`src/rtl/spi_master_ctrl.sv`:
```
// -----------------------------------------------------------------------------
// spi_master_ctrl
//   Host-side SPI master for the SPI slave + single-port RAM subsystem.
//   Accepts one command per valid/ready handshake, serialises it into a slave
//   frame (START, select bit, {cmd_type, cmd_data} body MSB first) and, for
//   read-data commands, captures MEMWIDTH bits of MISO after a turnaround and
//   returns them on a one-cycle response strobe.
//
// Ports
//   clk        system clock, rising edge
//   rst        synchronous active-high reset
//   cmd_valid  command request
//   cmd_ready  high when a command can be accepted (IDLE only)
//   cmd_type   00 wr addr, 01 wr data, 10 rd addr, 11 rd data
//   cmd_data   address or write byte (ignored for type 11)
//   busy       inverse of cmd_ready
//   rsp_valid  one-cycle strobe carrying read data
//   rsp_data   received byte, held until the next strobe
//   SS_n       slave select, active low
//   MOSI       serial data to slave
//   MISO       serial data from slave (only sampled while receiving)
//
// MEMWIDTH must be at least 2.
// -----------------------------------------------------------------------------
module spi_master_ctrl #(
    parameter int MEMWIDTH    = 8,
    parameter int TURN_CYCLES = 1,
    parameter int GAP_CYCLES  = 2
) (
    input  logic                clk,
    input  logic                rst,
    input  logic                cmd_valid,
    output logic                cmd_ready,
    input  logic [1:0]          cmd_type,
    input  logic [MEMWIDTH-1:0] cmd_data,
    output logic                busy,
    output logic                rsp_valid,
    output logic [MEMWIDTH-1:0] rsp_data,
    output logic                SS_n,
    output logic                MOSI,
    input  logic                MISO
);

    localparam int BODY_W  = MEMWIDTH + 2;
    localparam int CNT_MAX = (BODY_W > 16) ? BODY_W : 16;
    localparam int CNT_W   = $clog2(CNT_MAX);

    localparam logic [CNT_W-1:0] CNT_ZERO   = {CNT_W{1'b0}};
    localparam logic [CNT_W-1:0] CNT_ONE    = {{(CNT_W-1){1'b0}}, 1'b1};
    localparam logic [CNT_W-1:0] SHIFT_LAST = CNT_W'(BODY_W - 1);
    localparam logic [CNT_W-1:0] RECV_LAST  = CNT_W'(MEMWIDTH - 1);
    localparam logic [CNT_W-1:0] TURN_LAST  = CNT_W'((TURN_CYCLES > 0) ? TURN_CYCLES - 1 : 0);
    localparam logic [CNT_W-1:0] GAP_LAST   = CNT_W'(GAP_CYCLES - 1);

    localparam logic [2:0] ST_IDLE  = 3'd0;
    localparam logic [2:0] ST_START = 3'd1;
    localparam logic [2:0] ST_SEL   = 3'd2;
    localparam logic [2:0] ST_SHIFT = 3'd3;
    localparam logic [2:0] ST_TURN  = 3'd4;
    localparam logic [2:0] ST_RECV  = 3'd5;
    localparam logic [2:0] ST_GAP   = 3'd6;

    logic [2:0]          state_r,     state_s;
    logic [CNT_W-1:0]    cnt_r,       cnt_s;
    logic [BODY_W-1:0]   shift_r,     shift_s;
    logic [MEMWIDTH-1:0] rx_r,        rx_s;
    logic                rd_r,        rd_s;
    logic                ss_n_r,      ss_n_s;
    logic                mosi_r,      mosi_s;
    logic                cmd_ready_r, cmd_ready_s;
    logic                busy_r;
    logic                rsp_valid_r, rsp_valid_s;
    logic [MEMWIDTH-1:0] rsp_data_r,  rsp_data_s;

    // Next-state, datapath and next-output computation
    always_comb begin
        state_s     = state_r;
        cnt_s       = cnt_r;
        shift_s     = shift_r;
        rx_s        = rx_r;
        rd_s        = rd_r;
        rsp_valid_s = 1'b0;
        rsp_data_s  = rsp_data_r;

        case (state_r)
            ST_IDLE: begin
                if (cmd_valid) begin
                    state_s = ST_START;
                    cnt_s   = CNT_ZERO;
                    shift_s = {cmd_type, cmd_data};
                    rd_s    = (cmd_type == 2'b11);
                end else begin
                    state_s = ST_IDLE;
                end
            end
            ST_START: begin
                state_s = ST_SEL;
            end
            ST_SEL: begin
                // Body starts unshifted so its first bit repeats the select bit.
                state_s = ST_SHIFT;
                cnt_s   = CNT_ZERO;
            end
            ST_SHIFT: begin
                if (cnt_r == SHIFT_LAST) begin
                    cnt_s = CNT_ZERO;
                    if (rd_r) begin
                        if (TURN_CYCLES == 0) begin
                            state_s = ST_RECV;
                        end else begin
                            state_s = ST_TURN;
                        end
                    end else begin
                        state_s = ST_GAP;
                    end
                end else begin
                    cnt_s   = cnt_r + CNT_ONE;
                    shift_s = {shift_r[BODY_W-2:0], 1'b0};
                end
            end
            ST_TURN: begin
                if (cnt_r == TURN_LAST) begin
                    state_s = ST_RECV;
                    cnt_s   = CNT_ZERO;
                end else begin
                    cnt_s = cnt_r + CNT_ONE;
                end
            end
            ST_RECV: begin
                rx_s = {rx_r[MEMWIDTH-2:0], MISO};
                if (cnt_r == RECV_LAST) begin
                    state_s     = ST_GAP;
                    cnt_s       = CNT_ZERO;
                    rsp_valid_s = 1'b1;
                    rsp_data_s  = rx_s;
                end else begin
                    cnt_s = cnt_r + CNT_ONE;
                end
            end
            ST_GAP: begin
                if (cnt_r == GAP_LAST) begin
                    state_s = ST_IDLE;
                    cnt_s   = CNT_ZERO;
                end else begin
                    cnt_s = cnt_r + CNT_ONE;
                end
            end
            default: begin
                state_s = ST_IDLE;
                cnt_s   = CNT_ZERO;
            end
        endcase

        // Outputs are registered, so they are decoded from the state being entered.
        ss_n_s      = (state_s == ST_IDLE) || (state_s == ST_GAP);
        cmd_ready_s = (state_s == ST_IDLE);
        if ((state_s == ST_SEL) || (state_s == ST_SHIFT)) begin
            mosi_s = shift_s[BODY_W-1];
        end else begin
            mosi_s = 1'b0;
        end
    end

    // State, datapath and output registers with synchronous reset
    always_ff @(posedge clk) begin
        if (rst) begin
            state_r     <= ST_IDLE;
            cnt_r       <= CNT_ZERO;
            shift_r     <= {BODY_W{1'b0}};
            rx_r        <= {MEMWIDTH{1'b0}};
            rd_r        <= 1'b0;
            ss_n_r      <= 1'b1;
            mosi_r      <= 1'b0;
            cmd_ready_r <= 1'b1;
            busy_r      <= 1'b0;
            rsp_valid_r <= 1'b0;
            rsp_data_r  <= {MEMWIDTH{1'b0}};
        end else begin
            state_r     <= state_s;
            cnt_r       <= cnt_s;
            shift_r     <= shift_s;
            rx_r        <= rx_s;
            rd_r        <= rd_s;
            ss_n_r      <= ss_n_s;
            mosi_r      <= mosi_s;
            cmd_ready_r <= cmd_ready_s;
            busy_r      <= ~cmd_ready_s;
            rsp_valid_r <= rsp_valid_s;
            rsp_data_r  <= rsp_data_s;
        end
    end

    assign cmd_ready = cmd_ready_r;
    assign busy      = busy_r;
    assign rsp_valid = rsp_valid_r;
    assign rsp_data  = rsp_data_r;
    assign SS_n      = ss_n_r;
    assign MOSI      = mosi_r;

endmodule

```
`config.mk`:
```
export PLATFORM = sky130hd
export DESIGN_NAME = spi_master_ctrl
export DESIGN_NICKNAME = d
export VERILOG_FILES = /design/src/rtl/spi_master_ctrl.sv
export SDC_FILE = /design/constraint.sdc
export NUM_CORES = 1
export LEC_CHECK = 0
export ABC_AREA = 1
export CAP_MARGIN = 40
export CORE_MARGIN = 8
export CORE_UTILIZATION = 51
export DETAILED_ROUTE_END_ITERATION = 8
export PLACE_DENSITY = 0.77
export SLEW_MARGIN = 20
export SYNTH_ARGS = -nofsm -noshare
export SYNTH_HDL_FRONTEND = slang
export SYNTH_SLANG_ARGS = --single-unit
```
`constraint.sdc`:
```
create_clock -name clk -period 4.1 [get_ports clk]
set_clock_uncertainty 0.15 [all_clocks]
set_input_delay 0.82 -clock clk [delete_from_list [all_inputs] [get_ports clk]]
set_output_delay 0.82 -clock clk [all_outputs]
set_load 0.05 [all_outputs]
```
==> flow_metrics.tcl, run 1 <==
set metrics [dict create \
    drt_iter0_drc 120 \
    cts_buffers 5 \
    cts_buffer_depth 2 \
    crit_path_max_incr_delay_ns 0.81 \
    grt_max_degree 25 \
    cts_setup_buffers 0 \
    finalCritPeriodShare_pct 60.7 \
    place_inst 297 \
    finalHoldViolations 0 \
    grt_pass1_vias 1426 \
    grt-ovfl-total 0 \
    die_h_um 73.1 \
    setup_viol 0 \
    cp_cell_sequence "clkdlybuf4s50_1" \
    maxSlewHeadroom_pct 54.6 \
    first_pass_iters 4 \
    clk_pin_slew_ns 0.11 \
    yosysWarnings 0 \
    crit_path_end_kind "primary output" \
    insertion_delay_ns 0.35 \
    io-pin-count 27 \
    critPathBufInv 1 \
    drc 0 \
    placementRows 20 \
    drt.antenna.violating_nets 0 \
    setup_ws_ns 1.61 \
    vias 1526 \
    finalSetupTns_ns 0 \
    viasPerCell 5.00 \
    required_ns 3.13 \
    pre_cts_slack_ns 1.33 \
    crit_fanout 2 \
    cpMaxStageDelayCell "clkdlybuf4s50_1" \
    core-area_mm2 0.00308 \
    diodes 0 \
    fp.dieArea_mm2 0.00534 \
    powerDensity_mw_per_mm2 423 \
    path_delay_family "buffers and inverters" \
    synth_cell_types 21 \
    start_util_pct 54.0 \
    cts_resized 0 \
    syn_area_mm2 0.00166 \
    dp_hpwl_um 2580 \
    place_congestion 1.02 \
    critPathKind "flop to primary output" \
    detail_route.wl_per_cell_um 11.3 \
    fp.dieW_um 73.1 \
    avgSynthCellArea_um2 7.11 \
    layout-drive-gt1-share_pct 5.36 \
    rsz0062_at_grt "false" \
    seq_area_frac_synth_pct 45.7 \
    period_minus_slack_ns 2.49 \
    critPathLaunchType "flop" \
    antenna_found_initial 0 \
    cts_sinks 38 \
    worstPathArrival_ns 1.52 \
    tightestPinTransition_ns 0.678 \
    nets 277 \
    htree_num_levels 2 \
    ys_ff_latch 38 \
    syn_to_final_growth_pct 20.6 \
    final_cell_count_no_fill 305 \
    outcome "completed" \
    synthesis.nets 251 \
    hold_buffers 0 \
    peakVddDrop_uv 257 \
    drv_slew 0 \
    portBuffers 26 \
    hp-class "flop to flop" \
    wl_um 3450 \
    grt_pass1_wl_um 6040 \
    drv_cap 0 \
    power_uw 848 \
    timing.fmax_mhz 402 \
    power_leakage_uw 0.000878 \
    synthesis.instances 234 \
    cts_root_buffer "clkbuf_4" \
    grt_usage_pct 14.2 \
    cts_tree "yes" \
]
cell families (layout without fill, tap and decap cells):
kind of cell / Yosys count / after routing / share of synthesized area [%]
adders and majority gates: 3 / 3 / 2.26
and+or+nand+nor: 113 / 113 / 28.8
DFF: 38 / 38 / 45.7
xor gates and xnor gates: 1 / 1 / 0.527
AOI/OAI and AO/OA: 42 / 42 / 13.7
buffers and inverters: 37 / 64 / 8.95
cell usage after synthesis:
library cell / n / share of area, %
inv_2: 2 / 0.45
nand2_2: 1 / 0.38
inv_1: 28 / 6.3
a31oi_1: 8 / 3.0
buf_2: 2 / 0.60
dfxtp_1: 38 / 46
nand3_1: 31 / 9.3
buf_4: 2 / 0.90
o21ai_0: 19 / 5.7
o211ai_1: 1 / 0.45
nand2_1: 58 / 13
buf_1: 1 / 0.23
clkbuf_1: 2 / 0.45
o21a_1: 2 / 0.90
nand4_1: 1 / 0.38
nor2_1: 19 / 4.3
a21oi_1: 12 / 3.6
nand3_2: 1 / 0.60
xor2_1: 1 / 0.53
nor2_2: 2 / 0.75
ha_1: 3 / 2.3
worst paths after layout:
check,from,endpoint,slack (ns),cells after the start
worst min register to register,rx_r[6],rsp_data[7],0.31,2
worst max register to register,cnt_r[0],busy,2.05,8
worst max-delay path,rsp_data[6],rsp_data[6],1.61,1
worst min-delay path,rx_r[6],rsp_data[7],0.31,2
sequential cells by signal, indices dropped and copies added (netlist names):
signal,flops
MOSI,1
SS_n,1
busy,1
cmd_ready,1
cnt_r,4
rd_r,1
rsp_data,8
rsp_valid,1
rx_r,7
shift_r,10
state_r,3
final cells by class:
cell class,instances,area [um^2]
Clock buffer,6,51.3
Clock inverter,2,12.5
Fill cell,269,1070
Inverter,30,113
Multi-Input combinational cell,159,753
Sequential cell,38,761
Tap cell,44,55.1
Timing Repair Buffer,26,260
power breakdown:
part           internal (uW)  switching (uW)
clock                   82.4             124
sequential               402            17.8
combinational           75.3             146
total                    560             288
per-stage QoR:
| stage | util [%] | area [um^2] | hold slack (ns) |
|---|---|---|---|
| floorplan | - | 1660 | 0.271 |
| global placement | 63.1 | 1940 | 0.291 |
| detailed placement | 63.1 | 1940 | 0.295 |
| CTS | 65.2 | 2010 | 0.313 |
| global route | 65.2 | 2010 | 0.334 |
| finish | 65.2 | 2010 | 0.311 |
layer usage:
| layer | GRT usage [%] | share of wire, % |
|---|---|---|
| met5 | 0 | 0 |
| met4 | 6.44 | 1.5 |
| met3 | 3.57 | 5.1 |
| met2 | 22.4 | 45 |
| met1 | 17.6 | 49 |
layout by cell type (no fill, tap or decap):
cell	n
nand2_1	58
dfxtp_1	38
nand3_1	31
inv_1	28
clkdlybuf4s50_1	26
nor2_1	19
o21ai_0	19
a21oi_1	12
a31oi_1	8
clkbuf_4	5
ha_1	3
inv_2	2
nor2_2	2
o21a_1	2
nand2_2	1
nand3_2	1
o211ai_1	1
nand4_1	1
xor2_1	1
clkbuf_8	1
clkinvlp_4	1
clkinv_2	1
No activity file was read; power rests on OpenSTA's default activity.
==> run 2, diff against run 1 <==
CORE_UTILIZATION = 47   (was 51)
PLACE_DENSITY = 0.74   (was 0.77)
clock period = 2 ns   (was 4.1 ns; I/O delays follow)
==> flow_metrics.tcl, run 2 (synthesis results as in run 1) <==
set metrics [dict create \
    outcome "completed" \
    grt_pass1_vias 1457 \
    drc 0 \
    portBuffers 26 \
    path_delay_family "simple AND/OR/NAND/NOR gates" \
    viasPerCell 4.94 \
    cp_common_cell "nand2_1" \
    fp.dieArea_mm2 0.00570 \
    setup_viol 0 \
    hp-class "flop to flop" \
    worstPathArrival_ns 1.90 \
    period_minus_slack_ns 1.76 \
    grtUsageMet1_pct 18.8 \
    largest_register_ffs 10 \
    rsz0062_at_grt "false" \
    crit_start "cnt_r[0]" \
    antenna_found_initial 0 \
    layout_common_cells "nand2_1 (58), dfxtp_1 (38), nand3_1 (31)" \
    htree_num_levels 2 \
    grt_pass1_wl_um 6200 \
    vias 1555 \
    clk_pin_slew_ns 0.12 \
    insertion_delay_ns 0.35 \
    nets 285 \
    finalHoldViolations 0 \
    timing.fmax_mhz 567 \
    cpMaxStageDelayCell "dfxtp_1" \
    fp.dieW_um 75.5 \
    mostFrequentLayoutCell "nand2_1" \
    dp_hpwl_um 2700 \
    crit_path_max_incr_delay_ns 0.42 \
    cts_setup_buffers 0 \
    start_util_pct 49.4 \
    cts_buffers 5 \
    cts_resized 0 \
    grt-ovfl-total 0 \
    first_pass_iters 5 \
    drt_iter0_drc 88 \
    maxSlewHeadroom_pct 82.6 \
    grt_util_met2_pct 19.9 \
    top_usage_layer "met2" \
    hp-start "rx_r[6]" \
    layout-drive-gt1-share_pct 13.0 \
    cp_cell_sequence "ha_1, nand2_1, nor2_1, nand2_2, inv_2, nand2_1, o21ai_0" \
    drv_cap 0 \
    syn_to_final_growth_pct 22.4 \
    critPathLaunchType "flop" \
    r2r-start "cnt_r[0]" \
    cts_tree "yes" \
    die_h_um 75.5 \
    tightestPinTransition_ns 0.260 \
    core-area_mm2 0.00336 \
    crit_fanout 7 \
    required_ns 2.14 \
    grt_max_degree 14 \
    detail_route.wl_per_cell_um 11.5 \
    cts_sinks 38 \
    crit_path_end_kind "flop" \
    cts_buffer_depth 2 \
    drt.antenna.violating_nets 0 \
    hold_buffers 0 \
    cts_root_buffer "clkbuf_4" \
    drv_slew 0 \
    placementRows 21 \
    finalCritPeriodShare_pct 88.1 \
    powerDensity_mw_per_mm2 865 \
    hold_ws_ns 0.312 \
    finalSetupTns_ns 0 \
    critPathKind "flop to flop" \
    diodes 0 \
    grt_usage_pct 14.1 \
    grt_use_met3_pct 4.08 \
    place_congestion 0.916 \
    io-pin-count 27 \
    power_leakage_uw 0.000941 \
    peakVddDrop_uv 442 \
    top_register "shift_r" \
    power_uw 1760 \
    wl_um 3610 \
    critPathBufInv 1 \
]
==> run 2: tightest hold or removal path: cells and delay by family, from the launching register on <==
kind,cells,cell delay (ns)
flops,1,0.33
buf+inv,1,0.05
compound gates,1,0.05
==> run 2: final timing paths <==
check	end	slack (ns)	cells past startpoint
worst max-delay path	rsp_data[5]	0.24	7
worst max register to register	rsp_data[5]	0.24	7
worst min register to register	rsp_data[7]	0.31	2
worst min-delay path	rsp_data[7]	0.31	2
==> run 2: power breakdown <==
part           switching [uW]  leakage, uW  internal (uW)
logic                     307     0.000597            160
registers                38.6     0.000309            825
clock network             262    0.0000343            169
==> run 2: final cells by class <==
class	count	area, um^2
clock buffers	6	51.3
clock inverters	2	12.5
fillers	349	1330
inverters	30	113
multi-input cells	159	753
flip-flops and latches	38	761
well taps	46	57.6
repair buffers	34	288
==> run 2: metal layers <==
layer | part of all wire (%) | wire length (um)
met5 | 0 | 0
met3 | 4.9 | 177
met4 | 2.5 | 91
met1 | 48 | 1720
met2 | 45 | 1620
==> run 2: through the flow <==
step / setup slack [ns] / instance area, um^2 / utilization, % / std cells
2_1_floorplan: 0.541 / 1660 / - / 234
3_3_place_gp: 0.206 / 1970 / 58.6 / 307
3_5_place_dp: 0.162 / 1970 / 58.6 / 307
4_1_cts: 0.227 / 2040 / 60.5 / 315
5_1_grt: 0.0415 / 2040 / 60.5 / 315
6_report: 0.237 / 2040 / 60.5 / 315
==> run 3, diff against run 2 <==
HOLD_SLACK_MARGIN = 0.02   (was unset)
==> results of run 3 <==
The final DEF is identical to that of run 2; final timing and power are the same.
